## src/rtl/edge_pkg.sv

```systemverilog
// edge_pkg: shared state encoding and default hold widths for edge_to_level
package edge_pkg;
    typedef enum logic [1:0] {
        LOW       = 2'd0,
        HIGH_HOLD = 2'd1,
        HIGH      = 2'd2,
        LOW_HOLD  = 2'd3
    } state_t;
    localparam int DEF_MIN_HIGH = 4;
    localparam int DEF_MIN_LOW  = 4;
endpackage

```

## src/rtl/edge_to_level_if.sv

```systemverilog
// edge_to_level_if: edge request pulses in, generated level and status out
interface edge_to_level_if #(
    parameter int ERRW = 8
) ();
    logic            rise;
    logic            down;
    logic            level;
    logic            busy;
    logic            pend;
    logic [ERRW-1:0] err_cnt;
    modport master (output rise, down, input level, busy, pend, err_cnt);
    modport slave  (input rise, down, output level, busy, pend, err_cnt);
endinterface

```

## src/rtl/hold_timer.sv

```systemverilog
// hold_timer: loadable down-counter that parks at zero
module hold_timer #(
    parameter int CW = 8
) (
    input  logic          clk,
    input  logic          rst_n,
    input  logic          load,
    input  logic [CW-1:0] load_val,
    output logic          zero
);
    logic [CW-1:0] cnt;
    assign zero = cnt == '0;
    always_ff @(posedge clk or negedge rst_n) begin
        if (!rst_n)
            cnt <= '0;
        else
            cnt <= load ? load_val : zero ? cnt : cnt - 1'b1;
    end
endmodule

```

## src/rtl/edge_to_level.sv

```systemverilog
// edge_to_level: turns rise/down event pulses into a level with minimum high/low widths,
// pending one early request and counting rejected ones
module edge_to_level
    import edge_pkg::*;
#(
    parameter int MIN_HIGH = DEF_MIN_HIGH,
    parameter int MIN_LOW  = DEF_MIN_LOW,
    parameter int CW       = 8,
    parameter int ERRW     = 8
) (
    input  logic           clk,
    input  logic           rst_n,
    edge_to_level_if.slave bus
);
    state_t        state, nxt;
    logic          r, d, zero, go_hh, go_lh, err, nxt_pend, load;
    logic [CW-1:0] load_val;
    always_comb begin
        r        = bus.rise & ~bus.down;
        d        = bus.down & ~bus.rise;
        go_hh    = 1'b0;
        go_lh    = 1'b0;
        err      = 1'b0;
        nxt_pend = bus.pend;
        // a same-direction request on the expiry cycle is taken at once rather than pended
        case (state)
            LOW: begin
                go_hh = r;
                err   = bus.down;
            end
            HIGH_HOLD: begin
                go_lh    = zero & (bus.pend | d);
                err      = bus.rise | (d & bus.pend);
                nxt_pend = ~zero & (bus.pend | d);
            end
            HIGH: begin
                go_lh = d;
                err   = bus.rise;
            end
            LOW_HOLD: begin
                go_hh    = zero & (bus.pend | r);
                err      = bus.down | (r & bus.pend);
                nxt_pend = ~zero & (bus.pend | r);
            end
            default: ;
        endcase
        nxt = go_hh ? HIGH_HOLD : go_lh ? LOW_HOLD : !zero ? state :
              state == HIGH_HOLD ? HIGH : state == LOW_HOLD ? LOW : state;
        load     = go_hh | go_lh;
        load_val = go_hh ? CW'(MIN_HIGH - 1) : CW'(MIN_LOW - 1);
    end
    hold_timer #(.CW(CW)) u_timer (
        .clk      (clk),
        .rst_n    (rst_n),
        .load     (load),
        .load_val (load_val),
        .zero     (zero)
    );
    always_ff @(posedge clk or negedge rst_n) begin
        if (!rst_n) begin
            state       <= LOW;
            bus.level   <= 1'b0;
            bus.busy    <= 1'b0;
            bus.pend    <= 1'b0;
            bus.err_cnt <= '0;
        end else begin
            state     <= nxt;
            bus.level <= nxt[0] ^ nxt[1];
            bus.busy  <= nxt[0];
            bus.pend  <= nxt_pend;
            if (err && bus.err_cnt != {ERRW{1'b1}})
                bus.err_cnt <= bus.err_cnt + 1'b1;
        end
    end
endmodule

```

## src/flat_wrapper.sv

```systemverilog
// flat-port wrapper written by rule: the top's interface ports become plain ports
module edge_to_level_flat import edge_pkg::*;
#(
    parameter int MIN_HIGH = DEF_MIN_HIGH,
    parameter int MIN_LOW  = DEF_MIN_LOW,
    parameter int CW       = 8,
    parameter int ERRW     = 8
)
  (clk, rst_n, bus_rise, bus_down, bus_level, bus_busy, bus_pend, bus_err_cnt);
  edge_to_level_if #(.ERRW(ERRW)) bus_i ();
  input  logic clk;
  input  logic rst_n;
  input wire logic [$bits(bus_i.rise)-1:0] bus_rise;
  input wire logic [$bits(bus_i.down)-1:0] bus_down;
  output wire logic [$bits(bus_i.level)-1:0] bus_level;
  output wire logic [$bits(bus_i.busy)-1:0] bus_busy;
  output wire logic [$bits(bus_i.pend)-1:0] bus_pend;
  output wire logic [$bits(bus_i.err_cnt)-1:0] bus_err_cnt;
  assign bus_i.rise = bus_rise;
  assign bus_i.down = bus_down;
  assign bus_level = bus_i.level;
  assign bus_busy = bus_i.busy;
  assign bus_pend = bus_i.pend;
  assign bus_err_cnt = bus_i.err_cnt;
  edge_to_level #(.MIN_HIGH(MIN_HIGH), .MIN_LOW(MIN_LOW), .CW(CW), .ERRW(ERRW)) u_core (.clk(clk), .rst_n(rst_n), .bus(bus_i));
endmodule
```

## config.mk

```make
export PLATFORM = sky130hd
export DESIGN_NAME = edge_to_level_flat
export DESIGN_NICKNAME = d
export VERILOG_FILES = /design/src/rtl/edge_pkg.sv /design/src/rtl/edge_to_level_if.sv /design/src/rtl/hold_timer.sv /design/src/rtl/edge_to_level.sv /design/src/flat_wrapper.sv
export SDC_FILE = /design/constraint.sdc
export NUM_CORES = 1
export LEC_CHECK = 0
export CORE_UTILIZATION = 53
export CTS_CLUSTER_DIAMETER = 100
export DETAILED_ROUTE_END_ITERATION = 10
export GPL_TIMING_DRIVEN = 0
export PLACE_DENSITY = 0.84
export SYNTH_ARGS = -nofsm -noshare
export SYNTH_HDL_FRONTEND = slang
export SYNTH_SLANG_ARGS = --single-unit
```

## constraint.sdc

```tcl
create_clock -name clk -period 2.35 [get_ports clk]
set_input_delay 0.47 -clock clk [delete_from_list [all_inputs] [get_ports clk]]
set_output_delay 0.47 -clock clk [all_outputs]
set_load 0.02 [all_outputs]
```

Word-level counts from Yosys, hierarchy flattened:

Cells that the tools add are included.

* flip-flop bits (word level): 21
* bits in latches: 0
* RAM bits: 0
* memory bits (read-only): 0
* memories: 0

* add/subtract/negate cells: 2
* multiply operators: 0
* divide/modulo/power cells: 0
* order comparisons: 0
* equal/unequal tests: 5
* shift operators: 0
* multiplexer cells: 11
* bitwise logic cells: 17
* reductions and logical operators: 4

Operators by type and width (number)
* 8-bit two-way mux: 2
* 2-bit two-way mux: 5
* 8-bit by 1-bit adder with 8-bit output, second input constant: 1
* 1-bit bitwise AND: 8
* 8-bit zero test: 1
* 8-bit inequality test, second input constant: 1
* 8-bit by 1-bit subtractor with 8-bit output, second input constant: 1
* 1-bit case mux with 2 select lines: 3
* 1-bit bitwise OR: 5
* 2-bit equality test, second input constant: 2
* 1-bit case mux with 4 select lines: 1
* 1-bit inverter: 3
* 2-bit by 1-bit equality test with 1-bit output, second input constant: 1
* 2-bit zero test: 1
* 2-bit by 1-bit inequality test with 1-bit output, second input constant: 1
* 2-bit nonzero test: 1
* 1-bit logical AND: 1
* 1-bit XOR: 1

Longest topological paths before layout:

* word-level depth: 8
* gate-level depth with buffers: 8
* depth with buffers taken out: 7

Cells and area by module:

From an unflattened synthesis, not the netlist that was laid out.

* cells, all modules: 136
* area, all modules: 1291.2 um2

Modules (own cells, without submodules)
* edge_to_level: times used 1, cells each 77, area each 752.0 um2, sequential area each 300.3 um2
* hold_timer: times used 1, cells each 59, area each 539.3 um2, sequential area each 200.2 um2

Least setup slack after synthesis:

No wires, ideal clock.

* kind: register to register
* from: register u_core.state[0]
* to: register u_core.bus.err_cnt[1]
* library setup time: 0.125 ns
* arrival: 1.974 ns
* slack: 0.252 ns
* stages on the path, launching flop included: 6
* period minus slack after synthesis: 2.098 ns
* cells stage by stage: dfrtp_1 -> inv_1 -> ha_1 -> o32a_1 -> a21oi_1 -> mux2_2

* word-level cells in the longest chain between the ends: 3
* elaborated cells between the ends (all ways): 6

RTL lines
* start, declared: RTL line edge_to_level.sv:15 `state_t state, nxt;`
* start signal, assigned: RTL line edge_to_level.sv:67 `state <= nxt;`
* 2-bit equality test (tied with other cells): RTL line edge_to_level.sv:26 `case (state)`
* 1-bit case mux with 4 select lines *: RTL line edge_to_level.sv:26
* 1-bit logical AND *: RTL line edge_to_level.sv:71 `if (err && bus.err_cnt != {ERRW{1'b1}})`
* end signal, assigned: RTL line edge_to_level.sv:72 `bus.err_cnt <= bus.err_cnt + 1'b1;`
* end, declared: RTL line edge_to_level_if.sv:12 `modport slave (input rise, down, output level, busy, pend, err_cnt);`

Every way passes the cells marked *; elsewhere a longest branch is shown, timed or not.
A chain may end at the register's enable or synchronous reset.

Worst setup path after layout:

* from: register u_core.state[1]
* to: register u_core.bus.err_cnt[1]

Same word-level chain as after synthesis.

==> flow_summary.toml <==
[run_status]
outcome = "finished, final reports clean"

[pwr]
peakVddDrop_uv = 868.3
p_leak_nw = 0.6247
p_per_area_nw_per_um2 = 1449

[layout]
area_growth_pct = 18.77
fin_cells = 162
fill_cells = 147
final_nets = 147
drive_gt1_share_pct = 7.407
num_antenna_cells = 0

[timing]
max_freq_ghz = 0.4721
max_slew_margin_pct = 42.48
finalHoldViolations = 0
rsz0062_at_grt = "false"
tns_ps = 0
worst_pin_slew_ps = 860.1
period_share_pct = 90.14
setup_viol = 0
fin_crit_ps = 2118
drv_slew = 0
skew_ps = 5.279

[logic_synthesis]
synth.yosys.seq_area_share_pct = 43.91
ys_types = 30
synth.largest_area_cell = "dfrtp_1"
synth_top_cell_area_share_pct = 43.91
synthTopCellsByArea = "dfrtp_1 44%, ha_1 7.7%, xnor2_1 6.1%"
synthFlopType = "dfrtp_1"
syn_nets = 128
synth_edf_count = 0
ys_ff_latch = 20
syn_avg_cell_area_um2 = 9.742
yosys_warnings = 0
netlist_area_um2 = 1140
synthesis.instances = 117
synthArstFlopShare_pct = 100.0

[floorplanning]
die_area_um2 = 2340
initial_utilization_pct = 57.51
io_pins = 15
die_h_um = 48.38
die_w_um = 48.38
core_um2 = 1982
rows = 16

[placed_design]
port_buffers = 14
dp_hpwl_um = 1544
place_congestion = 0.8407
dp.cells = 158

[setup_path]
reg2reg_from = "u_core.state[1]$_DFF_PN0_"
worst-endpoint-required_ps = 2540
crit_path_end_kind = "flip-flop"
critPathArrivalTime_ps = 2310
cp-startpoint = "u_core.state[1]$_DFF_PN0_"
r2r_slack_ps = 230
crit_buf_inv = 1
reg2reg_depth = 6
cp_slowest_cell = "dfrtp_1"
path_cells = "inv_1 > ha_1 > nor2_1 > o32a_1 > a21oi_2 > mux2_2"
cp_max_fo = 8
start_kind = "flip-flop"
path_class = "flip-flop to flip-flop"
cp_top_family = "compound AO/OA/AOI/OAI gates"
r2r-end = "u_core.bus.err_cnt[1]$_DFFE_PN0P_"
worst_path_largest_cell_delay_ps = 460

[drt]
wl_per_cell_um = 13.16
vias = 907
vias_per_cell = 5.599
dr.first_iter.drc_count = 6
wl_met3_um = 59
dr_wl_met2_um = 1057
drc = 0
routed_wl_um = 2132
wl_met1_um = 1010
dr.pass1.iters = 4
drtAntennaViolNets = 0
top_layer = "met4"

[clock_tree]
cts_sinks = 20
htreeDepth = 1
cts_tree = "done"
clkSlewWorstSetupHoldPaths_ps = 120
cts_buffer_depth = 2
cts-buffers-inserted = 3
ctsRootBufferMaster = "clkbuf_4"
clk_latency_ps = 300

[flow_run]
max_cap_viol_count = 0

[grt]
grt.overflow.total = 0
grt_pass1_wl_um = 3650
grt_use_total_pct = 19.89
first_global_vias = 844
grt_max_degree = 21
antenna_found_initial = 0

[min_path]
hp-class = "flip-flop to flip-flop"
hold_depth = 1
hold_path_end = "u_core.bus.err_cnt[7]$_DFFE_PN0P_"
hp-start = "u_core.bus.err_cnt[7]$_DFFE_PN0P_"
==> flip-flops by register name (all words and copies together) (netlist names) <==
signal / cells
u_core.bus.pend: 1
u_core.state: 2
u_core.u_timer.cnt: 8
u_core.bus.level: 1
u_core.bus.err_cnt: 8
==> report_power, final <==
part	internal (mW)	switching [mW]	total, mW	leakage (nW)
Combinational	0.507	0.549	1.06	0.365
Sequential	0.513	0.191	0.704	0.238
Clock	0.0944	0.107	0.201	0.0210
Total	1.11	0.847	1.96	0.625
==> per-layer routing <==
metal  vias to the layer above  global-route usage, %
met5                         -                      0
met2                        13                  35.68
met3                         2                  2.201
met1                       443                  24.64
met4                         0                  7.353
li1                        449                      -
==> per-stage QoR <==
stage | utilization [%] | cell area, µm² | hold WS [ps] | power (mW) | setup WS (ps)
detailed placement | 66.29 | 1314 | 482.6 | 1.753 | -60.44
CTS | 68.12 | 1350 | 507.1 | 1.963 | 84.28
finish | 68.31 | 1354 | 503.2 | 1.961 | 231.7
global placement | 66.29 | 1314 | 481.9 | 1.706 | -36.96
global route | 68.31 | 1354 | 525.5 | 2.119 | 90.72
floorplan | - | 1140 | 174.4 | 1.410 | 251.8
==> worst max path at each step <==
stage	endpoint	slack [ps]	cells after the start
2_1_floorplan	u_core.bus.err_cnt[1]$_DFFE_PN0P_	250	5
3_3_place_gp	u_core.bus.err_cnt[1]$_DFFE_PN0P_	-40	5
3_5_place_dp	u_core.bus.err_cnt[1]$_DFFE_PN0P_	-60	5
4_1_cts	u_core.bus.err_cnt[1]$_DFFE_PN0P_	80	6
5_1_grt	u_core.bus.err_cnt[5]$_DFFE_PN0P_	90	7
6_report	u_core.bus.err_cnt[1]$_DFFE_PN0P_	230	6
==> timing repair <==
action / CTS / global route
endpoints found under the setup margin: 0 / 4
hold buffers: 0 / 0
buffers inserted: 0 / 0
resized for setup: 0 / 1
==> worst register-to-register path, cell delays in order (launching register included) <==
cell	delay [ps]
dfrtp_1	460
inv_1	130
ha_1	290
nor2_1	80
o32a_1	320
a21oi_2	350
mux2_2	380
==> synthesized netlist by cell type, types with 2 or more instances <==
cell,number
inv_1,8
xnor2_1,8
o21ai_1,4
o21ai_0,5
nor2_1,9
a21o_1,3
dfrtp_1,20
nand2_1,7
nand2b_1,4
or4_1,2
and3_1,5
xor2_1,3
nor2b_1,3
a31oi_1,3
nand4_1,3
a21oi_1,9
nor4_1,2
ha_1,7
==> cells in the final DEF (no fill, tap or decap), drive strengths merged, types with 2 or more instances in the layout <==
| cell type | Yosys | layout |
|---|---|---|
| a21o | 3 | 3 |
| a21oi | 10 | 10 |
| a31oi | 3 | 3 |
| and3 | 5 | 5 |
| clkbuf | 0 | 4 |
| clkdlybuf4s50 | 0 | 14 |
| dfrtp | 20 | 20 |
| ha | 7 | 7 |
| inv | 8 | 8 |
| nand2 | 7 | 7 |
| nand2b | 4 | 4 |
| nand4 | 3 | 3 |
| nor2 | 9 | 9 |
| nor2b | 3 | 3 |
| nor4 | 2 | 2 |
| o21ai | 9 | 9 |
| or3 | 2 | 2 |
| or4 | 2 | 2 |
| xnor2 | 8 | 8 |
| xor2 | 3 | 3 |
==> cells by family (layout without fill, tap and decap cells) <==
group / count (synthesis) / in the layout / share of synthesized area [%]
fa+ha+maj: 7 / 7 / 7.684
simple gates: 40 / 40 / 19.32
flops: 20 / 20 / 43.91
mux: 2 / 2 / 1.866
buf+inv: 9 / 27 / 3.622
compound gates: 28 / 28 / 15.15
xor+xnor: 11 / 11 / 8.453
==> layout make-up <==
class	count	area (µm²)	share of cell area (%)
multi-input cells	88	601.8	44.45
flip-flops and latches	20	500.5	36.97
repair buffers	14	140.1	10.35
clock buffers	4	36.28	2.680
well taps	27	33.78	2.495
inverters	8	30.03	2.218
plain buffers	1	11.26	0.8318
Power figures use the tool's default switching activity.
